### src/rtl/aes_mm_pkg.sv
// Shared types and register map for the AES memory-mapped master.
package aes_mm_pkg;

    typedef enum logic [2:0] {
        StIdle,
        StWrKey,
        StWrMsg,
        StWrStart,
        StPoll,
        StRdRes,
        StClrStart,
        StResp
    } state_e;

    localparam logic [3:0] ADDR_KEY0  = 4'd0;
    localparam logic [3:0] ADDR_MSG0  = 4'd4;
    localparam logic [3:0] ADDR_DEC0  = 4'd8;
    localparam logic [3:0] ADDR_START = 4'd14;
    localparam logic [3:0] ADDR_DONE  = 4'd15;

    // Word idx 0 is the most significant 32 bits.
    function automatic logic [31:0] word_sel(input logic [127:0] v, input logic [1:0] idx);
        logic [31:0] w;
        unique case (idx)
            2'd0:    w = v[127:96];
            2'd1:    w = v[95:64];
            2'd2:    w = v[63:32];
            default: w = v[31:0];
        endcase
        return w;
    endfunction

endpackage

### src/rtl/aes_mm_master.sv
// Avalon-MM master that drives an AES decrypt core: load key/msg, start, poll, read result.
// Optional poll timeout enabled by defining AES_MM_TIMEOUT_EN.
module aes_mm_master
    import aes_mm_pkg::*;
#(
    parameter int unsigned POLL_LIMIT = 1024
) (
    input  logic         clk_i,
    input  logic         rst_i,
    input  logic         cmd_valid_i,
    output logic         cmd_ready_o,
    input  logic [127:0] cmd_key_i,
    input  logic [127:0] cmd_msg_i,
    output logic         res_valid_o,
    input  logic         res_ready_i,
    output logic [127:0] res_data_o,
    output logic         res_err_o,
    output logic         busy_o,
    output logic         avm_read_o,
    output logic         avm_write_o,
    output logic         avm_cs_o,
    output logic [3:0]   avm_addr_o,
    output logic [3:0]   avm_byte_en_o,
    output logic [31:0]  avm_writedata_o,
    input  logic [31:0]  avm_readdata_i,
    input  logic         avm_waitrequest_i
);

    state_e         state_q, state_d;
    logic [127:0]   key_q, msg_q, res_q;
    logic [1:0]     cnt_q;
    logic           xfer;
    logic           accept;

    assign xfer          = avm_cs_o & ~avm_waitrequest_i;
    assign accept        = (state_q == StIdle) & cmd_valid_i;
    assign avm_byte_en_o = 4'hf;
    assign res_data_o    = res_q;

`ifdef AES_MM_TIMEOUT_EN
    localparam int unsigned PollW = $clog2(POLL_LIMIT + 1);
    logic [PollW-1:0] poll_q;
    logic             err_q;
    logic             poll_expired;

    assign poll_expired = (poll_q == PollW'(POLL_LIMIT - 1));
    assign res_err_o    = err_q;

    always_ff @(posedge clk_i or posedge rst_i) begin
        if (rst_i) begin
            poll_q <= '0;
            err_q  <= 1'b0;
        end else if (accept) begin
            poll_q <= '0;
            err_q  <= 1'b0;
        end else if (state_q == StPoll && xfer && avm_readdata_i == '0) begin
            poll_q <= poll_q + PollW'(1);
            if (poll_expired) err_q <= 1'b1;
        end
    end
`else
    assign res_err_o = 1'b0;
`endif

    always_ff @(posedge clk_i or posedge rst_i) begin
        if (rst_i) state_q <= StIdle;
        else       state_q <= state_d;
    end

    always_comb begin
        state_d = state_q;
        unique case (state_q)
            StIdle:     if (cmd_valid_i) state_d = StWrKey;
            StWrKey:    if (xfer && cnt_q == 2'd3) state_d = StWrMsg;
            StWrMsg:    if (xfer && cnt_q == 2'd3) state_d = StWrStart;
            StWrStart:  if (xfer) state_d = StPoll;
            StPoll: begin
                if (xfer) begin
                    if (avm_readdata_i != '0) state_d = StRdRes;
`ifdef AES_MM_TIMEOUT_EN
                    else if (poll_expired) state_d = StClrStart;
`endif
                end
            end
            StRdRes:    if (xfer && cnt_q == 2'd3) state_d = StClrStart;
            StClrStart: if (xfer) state_d = StResp;
            StResp:     if (res_ready_i) state_d = StIdle;
            default:    state_d = StIdle;
        endcase
    end

    always_comb begin
        avm_read_o      = 1'b0;
        avm_write_o     = 1'b0;
        avm_addr_o      = '0;
        avm_writedata_o = '0;
        unique case (state_q)
            StWrKey: begin
                avm_write_o     = 1'b1;
                avm_addr_o      = ADDR_KEY0 + {2'b00, cnt_q};
                avm_writedata_o = word_sel(key_q, cnt_q);
            end
            StWrMsg: begin
                avm_write_o     = 1'b1;
                avm_addr_o      = ADDR_MSG0 + {2'b00, cnt_q};
                avm_writedata_o = word_sel(msg_q, cnt_q);
            end
            StWrStart: begin
                avm_write_o     = 1'b1;
                avm_addr_o      = ADDR_START;
                avm_writedata_o = 32'h1;
            end
            StPoll: begin
                avm_read_o = 1'b1;
                avm_addr_o = ADDR_DONE;
            end
            StRdRes: begin
                avm_read_o = 1'b1;
                avm_addr_o = ADDR_DEC0 + {2'b00, cnt_q};
            end
            StClrStart: begin
                avm_write_o = 1'b1;
                avm_addr_o  = ADDR_START;
            end
            default: ;
        endcase
        avm_cs_o    = avm_read_o | avm_write_o;
        busy_o      = (state_q != StIdle);
        cmd_ready_o = (state_q == StIdle) & ~rst_i;
        res_valid_o = (state_q == StResp);
    end

    // Word counter wraps 3->0 on its own, so it is ready for the next 4-word phase.
    always_ff @(posedge clk_i or posedge rst_i) begin
        if (rst_i) begin
            key_q <= '0;
            msg_q <= '0;
            res_q <= '0;
            cnt_q <= '0;
        end else if (accept) begin
            key_q <= cmd_key_i;
            msg_q <= cmd_msg_i;
            res_q <= '0;
            cnt_q <= '0;
        end else if (xfer && (state_q == StWrKey || state_q == StWrMsg || state_q == StRdRes)) begin
            cnt_q <= cnt_q + 2'd1;
            if (state_q == StRdRes) begin
                unique case (cnt_q)
                    2'd0:    res_q[127:96] <= avm_readdata_i;
                    2'd1:    res_q[95:64]  <= avm_readdata_i;
                    2'd2:    res_q[63:32]  <= avm_readdata_i;
                    default: res_q[31:0]   <= avm_readdata_i;
                endcase
            end
        end
    end

endmodule

### config.mk
export PLATFORM = sky130hd
export DESIGN_NAME = aes_mm_master
export DESIGN_NICKNAME = d
export VERILOG_FILES = /design/src/rtl/aes_mm_pkg.sv /design/src/rtl/aes_mm_master.sv
export SDC_FILE = /design/constraint.sdc
export NUM_CORES = 1
export LEC_CHECK = 0
export ABC_AREA = 0
export CORE_MARGIN = 2
export CORE_UTILIZATION = 35
export DETAILED_ROUTE_END_ITERATION = 8
export MAX_ROUTING_LAYER = met4
export SLEW_MARGIN = 0
export SYNTH_ARGS = -nofsm -noshare
export SYNTH_HDL_FRONTEND = slang
export SYNTH_SLANG_ARGS = --single-unit
### constraint.sdc
create_clock -name clk_i -period 18.35 [get_ports clk_i]
set_clock_uncertainty 0.05 [all_clocks]
set_input_delay 2.7525 -clock clk_i [delete_from_list [all_inputs] [get_ports clk_i]]
set_output_delay 2.7525 -clock clk_i [all_outputs]
set_load 0.01 [all_outputs]
==> results.yml <==
synthesis:
  synthFlopType: "dfrtp_1"
  synth_seq_cells: 389
  synth_simple_gate_area_share_pct: 8.04
  synth_compound_area_share_pct: 11.4
  synth_area_leaders: "dfrtp_1 55%, mux2_4 17%, nand2_1 6.9%"
  yosysSeqAreaShare_pct: 55.1
  yosysTopAreaCell: "dfrtp_1"
  synth.avg_cell_area_sq_um: 12.2
  synth_edf_count: 0
  syn-instance-count: 1445
  synth_area_sq_um: 17700
  synth_top_family_by_area: "multiplexers"
  synth_fa_ha_area_share_pct: 0.354
  ys_warn_count: 0
  synth.area.mux_share_pct: 20.6
  yosys.area.top_type_share_pct: 55.1
  synth_async_sr_flop_share_pct: 100
  synth_cell_type_count: 44
  post_synth_xor_area_fraction_pct: 0.0992
clock_network:
  post-cts-setup-buffer-count: 0
  clock_path_buffers: 3
  cts_resized: 0
  cts_root_buffer: "clkbuf_16"
  cts_hold_buf: 0
  clock-sinks: 389
  cts_inserted_buffers: 44
  clk_latency_ns: 0.57
  cts.clk_slew.worst_paths_ns: 0.06
  cts_htree_levels: 2
  tritoncts: "built"
final_layout:
  final_util_pct: 48.2
  nets: 2153
  drive_above_1_share_pct: 18.7
  final_common_cell: "clkdlybuf4s50_1"
  final_cell_mix: "462 x clkdlybuf4s50_1, 389 x dfrtp_1, 325 x nand2_1"
  syn2layout_area_growth_pct: 36.3
timing:
  tightest_slew_ns: 1.09
  fin_setup_tns_ns: 0
  slew_headroom_pct: 27.1
  fin_crit_ns: 6.87
  slew_viol_final: 0
  final_hold_viol_count: 0
  rsz0062_at_grt: "no"
  post-route-period-util_pct: 37.4
  max_freq_mhz: 146
  setup_viol: 0
die:
  die-area_sq_um: 52300
  die-width_microns: 229
  core_region_area_sq_um: 50000
  row_count: 82
  start_util_pct: 35.3
  dieHeight_microns: 229
  io_pins: 468
routing:
  vias: 13004
  wirelength_mm: 57.7
  wl_per_cell_microns: 22.4
  viasPerCell: 5.05
  drtIter0Drc: 1047
  dr.pass1.iters: 6
  antenna_left: 0
  post-route-drc-count: 0
min_path:
  hp-class: "reg -> reg"
setup_path:
  required_ns: 15.55
  setup.worst_path.end_class: "output port"
  critical_path_class: "reg -> out"
  critPathArrivalTime_ns: 4.07
  critPathLaunchType: "register"
  path_max_fanout: 40
placement:
  place_congestion: 0.815
  dp_hpwl_mm: 40.1
  io_buffers: 462
job:
  cap_violations: 0
power_and_ir_drop:
  leakage_uw: 0.00996
  powerDensity_nw_per_um2: 161
  ir_drop_mv: 0.112
grt:
  grt_usage_pct: 22.4
  grt_pass1_wl_mm: 86.2
  antenna_found_initial: 18
  grt_pass1_vias: 13606
  grt_max_degree: 152
  grt_overflow: 0
run_status:
  outcome: "completed"
## critical path, cell delays in order (launching register included)
cell,delay [ns]
dfrtp_1,0.48
inv_1,0.25
ha_4,0.43
buf_4,0.57
a22oi_1,0.15
a221o_1,0.36
a211oi_1,0.49
clkdlybuf4s50_1,0.70
## cell usage after synthesis, types with 3 or more instances
master    count
a21oi_1     133
o21ai_0      64
a22o_1       31
buf_6        33
nand2_1     325
mux2_4      197
dfrtp_1     389
mux2_2       59
inv_1         6
nand2b_1      4
a222oi_1     62
a211oi_1      3
nor4_1        6
buf_2        27
and2_0        3
buf_1         7
ha_1          5
clkbuf_1     46
nor2_1        7
buf_4         7
## report_power, final
group / switching, uW / internal (uW) / total [uW] / leakage (uW)
Combinational: 717 / 866 / 1580 / 0.00443
Sequential: 215 / 1200 / 1420 / 0.00485
Clock: 360 / 512 / 872 / 0.000690
## cell type report
| type | count | area [sq um] |
|---|---|---|
| fill | 4562 | 25900 |
| clock inverter | 8 | 77.6 |
| inverter | 6 | 30.0 |
| antenna | 18 | 45.0 |
| tap | 672 | 841 |
| multi-input combinational | 933 | 7220 |
| timing repair buffer | 481 | 4780 |
| clock buffer | 69 | 1340 |
| sequential | 389 | 9730 |
## sequential cells by signal (all words and copies together), names as in the netlist
name and flops:
cnt_q 2, state_q 3, res_data_o 128, key_q 128, msg_q 128
## cells by family (layout without fill, tap and decap cells)
family                     count (synthesis)  in the layout
AOI/OAI and AO/OA                        306            306
other                                      2             23
xor gates and xnor gates                   2              2
buffers and inverters                    126            564
muxes                                    257            257
DFF                                      389            389
and+or+nand+nor                          358            358
adders and majority gates                  5              5
## metrics by stage
stage	worst slack [ns]	power, uW	hold WS, ns	instances	area (sq um)
finish	11.48	3870	0.453	2576	24100
global route	11.25	4090	0.468	2576	24100
CTS	11.30	3930	0.459	2558	24000
detailed placement	11.56	3040	0.442	2481	22600
global placement	11.54	3000	0.440	2481	22600
floorplan	4.73	2440	0.430	1448	17700
## per-layer routing
metal	vias to the layer above	GRT usage, %	share of wire [%]
li1	5974	-	-
met4	0	5.47	2.1
met3	69	8.94	11
met2	482	36.3	48
met5	-	-	0
met1	6479	25.9	39
## final timing paths
kind	slack [ns]	start	end	cells after the start
setup reg to reg	14.22	state_q[0]$_DFFE_PP0P_	key_q[121]$_DFFE_PP0P_	5
setup / recovery	11.48	cnt_q[0]$_DFFE_PP0N_	avm_writedata_o[0]	7
hold reg to reg	0.45	key_q[114]$_DFFE_PP0P_	key_q[114]$_DFFE_PP0P_	1
hold / removal	0.45	key_q[114]$_DFFE_PP0P_	key_q[114]$_DFFE_PP0P_	1
max in group asynchronous	13.23	rst_i	msg_q[1]$_DFFE_PP0P_	4
min in group asynchronous	2.71	rst_i	res_data_o[50]$_DFFE_PP0P_	2
No activity file was read; power rests on OpenSTA's default activity.
